## src/rtl/axi4lite_slave_regs_if.sv

```systemverilog
// AXI4-Lite bus bundle shared by the register slave and whatever master sits
// opposite it. Clock and reset are plain ports on the modules.
//   AW channel : S_AXI_AWADDR, S_AXI_AWPROT, S_AXI_AWVALID, S_AXI_AWREADY
//   W  channel : S_AXI_WDATA,  S_AXI_WSTRB,  S_AXI_WVALID,  S_AXI_WREADY
//   B  channel : S_AXI_BRESP,  S_AXI_BVALID, S_AXI_BREADY
//   AR channel : S_AXI_ARADDR, S_AXI_ARPROT, S_AXI_ARVALID, S_AXI_ARREADY
//   R  channel : S_AXI_RDATA,  S_AXI_RRESP,  S_AXI_RVALID,  S_AXI_RREADY
interface axi4lite_slave_regs_if #(
  parameter int ADDR_W = 4,
  parameter int DATA_W = 32
) ();
  logic [ADDR_W-1:0]   S_AXI_AWADDR;
  logic [2:0]          S_AXI_AWPROT;
  logic                S_AXI_AWVALID;
  logic                S_AXI_AWREADY;
  logic [DATA_W-1:0]   S_AXI_WDATA;
  logic [DATA_W/8-1:0] S_AXI_WSTRB;
  logic                S_AXI_WVALID;
  logic                S_AXI_WREADY;
  logic [1:0]          S_AXI_BRESP;
  logic                S_AXI_BVALID;
  logic                S_AXI_BREADY;
  logic [ADDR_W-1:0]   S_AXI_ARADDR;
  logic [2:0]          S_AXI_ARPROT;
  logic                S_AXI_ARVALID;
  logic                S_AXI_ARREADY;
  logic [DATA_W-1:0]   S_AXI_RDATA;
  logic [1:0]          S_AXI_RRESP;
  logic                S_AXI_RVALID;
  logic                S_AXI_RREADY;

  modport slave (
    input  S_AXI_AWADDR, S_AXI_AWPROT, S_AXI_AWVALID,
    output S_AXI_AWREADY,
    input  S_AXI_WDATA, S_AXI_WSTRB, S_AXI_WVALID,
    output S_AXI_WREADY,
    output S_AXI_BRESP, S_AXI_BVALID,
    input  S_AXI_BREADY,
    input  S_AXI_ARADDR, S_AXI_ARPROT, S_AXI_ARVALID,
    output S_AXI_ARREADY,
    output S_AXI_RDATA, S_AXI_RRESP, S_AXI_RVALID,
    input  S_AXI_RREADY
  );

  modport master (
    output S_AXI_AWADDR, S_AXI_AWPROT, S_AXI_AWVALID,
    input  S_AXI_AWREADY,
    output S_AXI_WDATA, S_AXI_WSTRB, S_AXI_WVALID,
    input  S_AXI_WREADY,
    input  S_AXI_BRESP, S_AXI_BVALID,
    output S_AXI_BREADY,
    output S_AXI_ARADDR, S_AXI_ARPROT, S_AXI_ARVALID,
    input  S_AXI_ARREADY,
    input  S_AXI_RDATA, S_AXI_RRESP, S_AXI_RVALID,
    output S_AXI_RREADY
  );
endinterface

```

## src/rtl/axi4lite_slave_regs.sv

```systemverilog
// AXI4-Lite slave holding a bank of 32-bit control/status registers, exposed
// flat on regs_out (reg k at bits [32k+31:32k]). Write and read channels run
// independent FSMs; every READY/VALID output is a flop.
// Ports:
//   S_AXI_ACLK    clock, rising edge
//   S_AXI_ARESETN async active-low reset
//   s_axi         AXI4-Lite bus (slave modport)
//   regs_out      register bank contents
//
// Write FSM
//   state       | meaning
//   W_IDLE      | waiting for AW and/or W (AWREADY=1, WREADY=1)
//   W_HAVE_ADDR | address latched, waiting for W (WREADY=1)
//   W_HAVE_DATA | data/strobe latched, waiting for AW (AWREADY=1)
//   W_RESP      | response pending (BVALID=1) until BREADY
// Read FSM
//   state       | meaning
//   R_IDLE      | waiting for AR (ARREADY=1)
//   R_DATA      | read data held (RVALID=1) until RREADY
module axi4lite_slave_regs #(
  parameter int C_S_AXI_DATA_WIDTH = 32,
  parameter int C_S_AXI_ADDR_WIDTH = 4,
  parameter int C_S_AXI_NUM_REGS   = 4
) (
  input  logic S_AXI_ACLK,
  input  logic S_AXI_ARESETN,
  axi4lite_slave_regs_if.slave s_axi,
  output logic [C_S_AXI_NUM_REGS*C_S_AXI_DATA_WIDTH-1:0] regs_out
);

  localparam int DW    = C_S_AXI_DATA_WIDTH;
  localparam int AW    = C_S_AXI_ADDR_WIDTH;
  localparam int NR    = C_S_AXI_NUM_REGS;
  localparam int SW    = DW / 8;
  localparam int IDX_W = AW - 2;
  localparam logic [IDX_W:0] NR_W = (IDX_W+1)'(NR);
  localparam logic [1:0] RESP_OKAY   = 2'b00;
  localparam logic [1:0] RESP_SLVERR = 2'b10;

  typedef enum logic [1:0] {W_IDLE, W_HAVE_ADDR, W_HAVE_DATA, W_RESP} w_state_t;
  typedef enum logic {R_IDLE, R_DATA} r_state_t;

  logic [DW-1:0] r_regs [NR];

  // ---------------- write channel ----------------
  w_state_t      r_wstate, w_wstate_nxt;
  logic          r_awready, r_wready, r_bvalid;
  logic [1:0]    r_bresp;
  logic [AW-1:0] r_awaddr;
  logic [DW-1:0] r_wdata;
  logic [SW-1:0] r_wstrb;

  logic             w_aw_hs, w_w_hs;
  logic             w_commit, w_latch_addr, w_latch_data;
  logic [AW-1:0]    w_wr_addr;
  logic [DW-1:0]    w_wr_data;
  logic [SW-1:0]    w_wr_strb;
  logic [IDX_W-1:0] w_wr_idx;
  logic             w_wr_in_range;

  assign w_aw_hs = s_axi.S_AXI_AWVALID & r_awready;
  assign w_w_hs  = s_axi.S_AXI_WVALID  & r_wready;

  // Whichever half arrived earlier comes from the latch, the other is live.
  assign w_wr_addr     = (r_wstate == W_HAVE_ADDR) ? r_awaddr : s_axi.S_AXI_AWADDR;
  assign w_wr_data     = (r_wstate == W_HAVE_DATA) ? r_wdata  : s_axi.S_AXI_WDATA;
  assign w_wr_strb     = (r_wstate == W_HAVE_DATA) ? r_wstrb  : s_axi.S_AXI_WSTRB;
  assign w_wr_idx      = w_wr_addr[AW-1:2];
  assign w_wr_in_range = ({1'b0, w_wr_idx} < NR_W);

  always_comb begin
    w_wstate_nxt = r_wstate;
    w_commit     = 1'b0;
    w_latch_addr = 1'b0;
    w_latch_data = 1'b0;
    case (r_wstate)
      W_IDLE: begin
        if (w_aw_hs && w_w_hs) begin
          w_commit     = 1'b1;
          w_wstate_nxt = W_RESP;
        end else if (w_aw_hs) begin
          w_latch_addr = 1'b1;
          w_wstate_nxt = W_HAVE_ADDR;
        end else if (w_w_hs) begin
          w_latch_data = 1'b1;
          w_wstate_nxt = W_HAVE_DATA;
        end
      end
      W_HAVE_ADDR: begin
        if (w_w_hs) begin
          w_commit     = 1'b1;
          w_wstate_nxt = W_RESP;
        end
      end
      W_HAVE_DATA: begin
        if (w_aw_hs) begin
          w_commit     = 1'b1;
          w_wstate_nxt = W_RESP;
        end
      end
      W_RESP: begin
        if (s_axi.S_AXI_BREADY) w_wstate_nxt = W_IDLE;
      end
      default: w_wstate_nxt = W_IDLE;
    endcase
  end

  // Ready/valid flops are decoded from the next state so they line up with
  // the state they describe.
  always_ff @(posedge S_AXI_ACLK or negedge S_AXI_ARESETN) begin
    if (!S_AXI_ARESETN) begin
      r_wstate  <= W_IDLE;
      r_awready <= 1'b0;
      r_wready  <= 1'b0;
      r_bvalid  <= 1'b0;
      r_bresp   <= 2'b00;
      r_awaddr  <= '0;
      r_wdata   <= '0;
      r_wstrb   <= '0;
    end else begin
      r_wstate  <= w_wstate_nxt;
      r_awready <= (w_wstate_nxt == W_IDLE) || (w_wstate_nxt == W_HAVE_DATA);
      r_wready  <= (w_wstate_nxt == W_IDLE) || (w_wstate_nxt == W_HAVE_ADDR);
      r_bvalid  <= (w_wstate_nxt == W_RESP);
      if (w_commit)     r_bresp  <= w_wr_in_range ? RESP_OKAY : RESP_SLVERR;
      if (w_latch_addr) r_awaddr <= s_axi.S_AXI_AWADDR;
      if (w_latch_data) begin
        r_wdata <= s_axi.S_AXI_WDATA;
        r_wstrb <= s_axi.S_AXI_WSTRB;
      end
    end
  end

  always_ff @(posedge S_AXI_ACLK or negedge S_AXI_ARESETN) begin
    if (!S_AXI_ARESETN) begin
      for (int k = 0; k < NR; k++) r_regs[k] <= '0;
    end else if (w_commit && w_wr_in_range) begin
      for (int k = 0; k < NR; k++) begin
        if (w_wr_idx == IDX_W'(k)) begin
          for (int b = 0; b < SW; b++) begin
            if (w_wr_strb[b]) r_regs[k][8*b +: 8] <= w_wr_data[8*b +: 8];
          end
        end
      end
    end
  end

  // ---------------- read channel ----------------
  r_state_t      r_rstate, w_rstate_nxt;
  logic          r_arready, r_rvalid;
  logic [DW-1:0] r_rdata;
  logic [1:0]    r_rresp;

  logic             w_ar_hs;
  logic [IDX_W-1:0] w_rd_idx;
  logic             w_rd_in_range;
  logic [DW-1:0]    w_rd_data;

  assign w_ar_hs       = s_axi.S_AXI_ARVALID & r_arready;
  assign w_rd_idx      = s_axi.S_AXI_ARADDR[AW-1:2];
  assign w_rd_in_range = ({1'b0, w_rd_idx} < NR_W);

  // Loop mux keeps out-of-range indices from addressing past the array.
  always_comb begin
    w_rd_data = '0;
    for (int k = 0; k < NR; k++) begin
      if (w_rd_idx == IDX_W'(k)) w_rd_data = r_regs[k];
    end
  end

  always_comb begin
    w_rstate_nxt = r_rstate;
    case (r_rstate)
      R_IDLE:  if (w_ar_hs) w_rstate_nxt = R_DATA;
      R_DATA:  if (s_axi.S_AXI_RREADY) w_rstate_nxt = R_IDLE;
      default: w_rstate_nxt = R_IDLE;
    endcase
  end

  // RDATA samples the bank before any same-edge write lands.
  always_ff @(posedge S_AXI_ACLK or negedge S_AXI_ARESETN) begin
    if (!S_AXI_ARESETN) begin
      r_rstate  <= R_IDLE;
      r_arready <= 1'b0;
      r_rvalid  <= 1'b0;
      r_rdata   <= '0;
      r_rresp   <= 2'b00;
    end else begin
      r_rstate  <= w_rstate_nxt;
      r_arready <= (w_rstate_nxt == R_IDLE);
      r_rvalid  <= (w_rstate_nxt == R_DATA);
      if (r_rstate == R_IDLE && w_ar_hs) begin
        r_rdata <= w_rd_in_range ? w_rd_data : '0;
        r_rresp <= w_rd_in_range ? RESP_OKAY : RESP_SLVERR;
      end
    end
  end

  // ---------------- outputs ----------------
  assign s_axi.S_AXI_AWREADY = r_awready;
  assign s_axi.S_AXI_WREADY  = r_wready;
  assign s_axi.S_AXI_BVALID  = r_bvalid;
  assign s_axi.S_AXI_BRESP   = r_bresp;
  assign s_axi.S_AXI_ARREADY = r_arready;
  assign s_axi.S_AXI_RVALID  = r_rvalid;
  assign s_axi.S_AXI_RDATA   = r_rdata;
  assign s_axi.S_AXI_RRESP   = r_rresp;

  for (genvar k = 0; k < NR; k++) begin : g_regs_out
    assign regs_out[DW*k +: DW] = r_regs[k];
  end

  // Protection bits and the byte offset within a word carry no meaning here.
  logic w_unused;
  assign w_unused = ^{s_axi.S_AXI_AWPROT, s_axi.S_AXI_ARPROT,
                      w_wr_addr[1:0], s_axi.S_AXI_ARADDR[1:0]};

endmodule

```

## src/flat_wrapper.sv

```systemverilog
// flat-port wrapper written by rule: the top's interface ports become plain ports
module axi4lite_slave_regs_flat 
#(
  parameter int C_S_AXI_DATA_WIDTH = 32,
  parameter int C_S_AXI_ADDR_WIDTH = 4,
  parameter int C_S_AXI_NUM_REGS   = 4
)
  (S_AXI_ACLK, S_AXI_ARESETN, regs_out, s_axi_S_AXI_AWADDR, s_axi_S_AXI_AWPROT, s_axi_S_AXI_AWVALID, s_axi_S_AXI_AWREADY, s_axi_S_AXI_WDATA, s_axi_S_AXI_WSTRB, s_axi_S_AXI_WVALID, s_axi_S_AXI_WREADY, s_axi_S_AXI_BRESP, s_axi_S_AXI_BVALID, s_axi_S_AXI_BREADY, s_axi_S_AXI_ARADDR, s_axi_S_AXI_ARPROT, s_axi_S_AXI_ARVALID, s_axi_S_AXI_ARREADY, s_axi_S_AXI_RDATA, s_axi_S_AXI_RRESP, s_axi_S_AXI_RVALID, s_axi_S_AXI_RREADY);
  axi4lite_slave_regs_if #(.ADDR_W(4), .DATA_W(32)) s_axi_i ();
  input  logic S_AXI_ACLK;
  input  logic S_AXI_ARESETN;
  output logic [C_S_AXI_NUM_REGS*C_S_AXI_DATA_WIDTH-1:0] regs_out;
  input wire logic [$bits(s_axi_i.S_AXI_AWADDR)-1:0] s_axi_S_AXI_AWADDR;
  input wire logic [$bits(s_axi_i.S_AXI_AWPROT)-1:0] s_axi_S_AXI_AWPROT;
  input wire logic [$bits(s_axi_i.S_AXI_AWVALID)-1:0] s_axi_S_AXI_AWVALID;
  output wire logic [$bits(s_axi_i.S_AXI_AWREADY)-1:0] s_axi_S_AXI_AWREADY;
  input wire logic [$bits(s_axi_i.S_AXI_WDATA)-1:0] s_axi_S_AXI_WDATA;
  input wire logic [$bits(s_axi_i.S_AXI_WSTRB)-1:0] s_axi_S_AXI_WSTRB;
  input wire logic [$bits(s_axi_i.S_AXI_WVALID)-1:0] s_axi_S_AXI_WVALID;
  output wire logic [$bits(s_axi_i.S_AXI_WREADY)-1:0] s_axi_S_AXI_WREADY;
  output wire logic [$bits(s_axi_i.S_AXI_BRESP)-1:0] s_axi_S_AXI_BRESP;
  output wire logic [$bits(s_axi_i.S_AXI_BVALID)-1:0] s_axi_S_AXI_BVALID;
  input wire logic [$bits(s_axi_i.S_AXI_BREADY)-1:0] s_axi_S_AXI_BREADY;
  input wire logic [$bits(s_axi_i.S_AXI_ARADDR)-1:0] s_axi_S_AXI_ARADDR;
  input wire logic [$bits(s_axi_i.S_AXI_ARPROT)-1:0] s_axi_S_AXI_ARPROT;
  input wire logic [$bits(s_axi_i.S_AXI_ARVALID)-1:0] s_axi_S_AXI_ARVALID;
  output wire logic [$bits(s_axi_i.S_AXI_ARREADY)-1:0] s_axi_S_AXI_ARREADY;
  output wire logic [$bits(s_axi_i.S_AXI_RDATA)-1:0] s_axi_S_AXI_RDATA;
  output wire logic [$bits(s_axi_i.S_AXI_RRESP)-1:0] s_axi_S_AXI_RRESP;
  output wire logic [$bits(s_axi_i.S_AXI_RVALID)-1:0] s_axi_S_AXI_RVALID;
  input wire logic [$bits(s_axi_i.S_AXI_RREADY)-1:0] s_axi_S_AXI_RREADY;
  assign s_axi_i.S_AXI_AWADDR = s_axi_S_AXI_AWADDR;
  assign s_axi_i.S_AXI_AWPROT = s_axi_S_AXI_AWPROT;
  assign s_axi_i.S_AXI_AWVALID = s_axi_S_AXI_AWVALID;
  assign s_axi_S_AXI_AWREADY = s_axi_i.S_AXI_AWREADY;
  assign s_axi_i.S_AXI_WDATA = s_axi_S_AXI_WDATA;
  assign s_axi_i.S_AXI_WSTRB = s_axi_S_AXI_WSTRB;
  assign s_axi_i.S_AXI_WVALID = s_axi_S_AXI_WVALID;
  assign s_axi_S_AXI_WREADY = s_axi_i.S_AXI_WREADY;
  assign s_axi_S_AXI_BRESP = s_axi_i.S_AXI_BRESP;
  assign s_axi_S_AXI_BVALID = s_axi_i.S_AXI_BVALID;
  assign s_axi_i.S_AXI_BREADY = s_axi_S_AXI_BREADY;
  assign s_axi_i.S_AXI_ARADDR = s_axi_S_AXI_ARADDR;
  assign s_axi_i.S_AXI_ARPROT = s_axi_S_AXI_ARPROT;
  assign s_axi_i.S_AXI_ARVALID = s_axi_S_AXI_ARVALID;
  assign s_axi_S_AXI_ARREADY = s_axi_i.S_AXI_ARREADY;
  assign s_axi_S_AXI_RDATA = s_axi_i.S_AXI_RDATA;
  assign s_axi_S_AXI_RRESP = s_axi_i.S_AXI_RRESP;
  assign s_axi_S_AXI_RVALID = s_axi_i.S_AXI_RVALID;
  assign s_axi_i.S_AXI_RREADY = s_axi_S_AXI_RREADY;
  axi4lite_slave_regs #(.C_S_AXI_DATA_WIDTH(C_S_AXI_DATA_WIDTH), .C_S_AXI_ADDR_WIDTH(C_S_AXI_ADDR_WIDTH), .C_S_AXI_NUM_REGS(C_S_AXI_NUM_REGS)) u_core (.S_AXI_ACLK(S_AXI_ACLK), .S_AXI_ARESETN(S_AXI_ARESETN), .s_axi(s_axi_i), .regs_out(regs_out));
endmodule
```

## config.mk

```make
export PLATFORM = sky130hd
export DESIGN_NAME = axi4lite_slave_regs_flat
export DESIGN_NICKNAME = d
export VERILOG_FILES = /design/src/rtl/axi4lite_slave_regs_if.sv /design/src/rtl/axi4lite_slave_regs.sv /design/src/flat_wrapper.sv
export SDC_FILE = /design/constraint.sdc
export NUM_CORES = 1
export LEC_CHECK = 0
export ABC_AREA = 1
export CORE_MARGIN = 2
export CORE_UTILIZATION = 45
export DETAILED_ROUTE_END_ITERATION = 16
export GPL_TIMING_DRIVEN = 0
export PLACE_DENSITY_LB_ADDON = 0.05
export SLEW_MARGIN = 15
export SYNTH_ARGS = -nofsm -noshare
export SYNTH_HDL_FRONTEND = slang
export SYNTH_SLANG_ARGS = --single-unit
```

## constraint.sdc

```tcl
create_clock -name S_AXI_ACLK -period 2.3 [get_ports S_AXI_ACLK]
set_clock_uncertainty 0.2 [all_clocks]
set_input_delay 0.46 -clock S_AXI_ACLK [delete_from_list [all_inputs] [get_ports S_AXI_ACLK]]
set_output_delay 0.46 -clock S_AXI_ACLK [all_outputs]
set_load 0.02 [all_outputs]
```

==> key figures <==
Die
  – Chip width: 148 um
  – Core area: 20,300 um^2
  – I/O pin count: 226
  – Initial core utilization: 46.0%
  – Rows: 52
  – Height of the chip: 148 um
  – Full die area: 21,900 um^2

Placed design
  – Port Buf Inserts: 210
  – Gpl congestion: 0.887
  – DP Worst Slack: -466 ps
  – Placed insts: 1,654
  – Hpwl dp: 23.1 mm

Run status
  – Run status: complete, no violations

Setup path
  – CP top delay family: buffers and inverters
  – CP max FO: 3
  – Crit path cell chain: clkdlybuf4s50_1
  – Crit path launch type: flop
  – Worst Path Arrival: 1610 ps
  – Slowest cell delay on critical path: 660 ps
  – CP Class: flop to output port
  – Critical path buffers and inverters: 1
  – Worst Setup End Kind: output port
  – Critical Path RT: 1640 ps
  – Slowest CP cell: clkdlybuf4s50_1

Layout
  – Nets: 1,469
  – Final cell count without fillers: 1,697
  – Ant. Diodes: 0
  – Most common cell after layout, fill and taps aside: nand2_1
  – Fraction of layout cells with a size suffix above 1: 7.29%
  – Area delta synth->final: 36.2%
  – Fillers: 1,815
  – Most frequent cells in the layout: nand2_1, clkdlybuf4s50_1, dfrtp_1

STA
  – RSZ-0062 raised after global routing: false
  – Final worst-path cycle share: 98.7%
  – Max Slew Vio Count: 0
  – Final setup violation count: 0
  – Tmin final: 2270 ps
  – Final critical-path setup slack: 29.7 ps
  – FMAX: 0.440 GHz
  – Least-Margin Pin Slew: 855 ps
  – Final Hold Fails: 0
  – Slew margin rel.: 42.4%

Power
  – Pwr/cell area: 1580 nW/um^2
  – Total power: 20,100 uW
  – VDD IR max: 0.741 mV
  – Static Leakage: 0.00631 uW

Run
  – MaxCap Viol Count: 0

Clocking
  – Num CTS Buffers: 22
  – Clock sinks: 205
  – Clock slew at reported path FFs: 60 ps
  – Clk_lat worst skew: 510 ps
  – Root Buffer: clkbuf_16
  – H-tree Lvls: 1
  – CTS tree: yes
  – Longest Clk Path Bufs: 3

Synth
  – Yosys cell types: 21
  – Top cell type's share of synthesized area: 54.9%
  – Area leader, netlist: dfrtp_1
  – Netlist Area Pre-Place: 9340 um^2
  – Syn Area/Cell: 7.99 um^2
  – Seq/Total Area, Yosys: 54.9%
  – Main area contributors after synthesis: dfrtp_1, nand2_1, nand3_1
  – Register bit total from synthesis: 205
  – Ys Warns: 0
  – Mapped Cells: 1,169

GRT
  – GRT overflow: 0
  – Largest net degree at the start of global routing: 89
  – Initial antenna violation count: 0
  – Vias in the first global route: 8,395
  – All-Layer GR Usage: 29.0%
  – First-pass GRT wire length: 48.9 mm

Drt
  – Post-DR vias/cell: 5.30
  – DRT iter0 DRCs: 960
  – WL final: 32.0 mm
  – DRT antenna net count: 0
  – Pre-antenna DRT Iters: 5
  – # DRC: 0
  – Wire length per cell: 18.9 um
  – Vias: 9,001

Hold path
  – Worst Hold Class: primary input to asynchronous set/reset pin
-- kinds of logic after synthesis --
group | synth area share, %
compound gates | 6.91
buf+inv | 5.57
simple gates | 32.6
flops | 54.9
other cells | 0.0401
-- metal layers --
layer	vias to the layer above	GRT usage, %	share of wire (%)
li1	4258	-	-
met2	415	43.2	44
met1	4266	42.3	44
met3	62	7.42	9.4
met4	0	7.95	2.8
met5	-	0	0
-- area by class of cell --
type | instances | area (um^2) | share of cell area [%]
Buffer | 65 | 338 | 2.66
Tap cell | 270 | 338 | 2.66
Timing Repair Buffer | 216 | 2200 | 17.3
Multi-Input combinational cell | 854 | 3710 | 29.2
Clock buffer | 31 | 656 | 5.15
Sequential cell | 205 | 5130 | 40.3
Clock inverter | 8 | 165 | 1.30
Inverter | 48 | 189 | 1.49
-- worst paths after layout --
path / cells after the start / startpoint / slack (ps) / endpoint
max: 1 / u_core.regs_out[124] / 30 / regs_out[124]
min: 2 / S_AXI_ARESETN / 260 / u_core.s_axi.S_AXI_RDATA[1]
max reg2reg: 9 / u_core.r_wstate[1] / 200 / u_core.regs_out[127]
min reg2reg: 2 / u_core.r_wstrb[2] / 270 / u_core.r_wstrb[2]
max in group asynchronous: 3 / S_AXI_ARESETN / 840 / u_core.regs_out[123]
min in group S_AXI_ACLK: 2 / u_core.r_wstrb[2] / 270 / u_core.r_wstrb[2]
-- power by group --
| part | switching (uW) | internal, uW | total, uW | leakage, uW |
|---|---|---|---|---|
| sequential | 1290 | 5200 | 6490 | 0.00260 |
| combinational | 6000 | 3610 | 9620 | 0.00331 |
| clock | 1460 | 2540 | 4000 | 0.000405 |
| total | 8760 | 11400 | 20100 | 0.00631 |
-- registers in the layout (all words and copies together), names as in the netlist --
signal	flops
u_core.regs_out	128
u_core.r_wdata	32
u_core.s_axi.S_AXI_RDATA	32
u_core.r_wstrb	4
u_core.r_awaddr	2
u_core.r_wstate	2
u_core.r_rstate	1
u_core.s_axi.S_AXI_ARREADY	1
u_core.s_axi.S_AXI_AWREADY	1
u_core.s_axi.S_AXI_BVALID	1
u_core.s_axi.S_AXI_WREADY	1
-- repair_timing --
action                                  4_1_cts  5_1_grt
resized for setup                             0        7
endpoints found under the setup margin        0        8
hold buffers                                  1        0
buffers inserted                              0        3
endpoints found under the hold margin        53        0
-- cells in the mapped netlist --
library cell  number
clkbuf_1          21
conb_1             1
inv_1             45
nand2_2            3
nand2_1          487
o21ai_0           85
nand3_4            1
dfrtp_1          205
nand4_1           21
nand3_1          145
nor2_4             8
nand3b_1           5
o21ai_1           11
nor2_2             1
a21oi_1           33
buf_2             31
clkinv_1           1
buf_6              1
inv_4              2
nor2_1            50
buf_4             12
-- stage by stage --
| stage | TNS [ps] | hold slack [ps] | instance area [um^2] | utilization (%) |
|---|---|---|---|---|
| CTS | 0 | 277 | 12700 | 62.5 |
| global placement | -1700330 | 259 | 11800 | 58.1 |
| global route | 0 | 298 | 12700 | 62.7 |
| detailed placement | -10720 | 212 | 11900 | 58.4 |
| floorplan | 0 | -35.6 | 9350 | - |
| finish | 0 | 260 | 12700 | 62.7 |
Note: power is estimated with default switching activity, not from simulation.
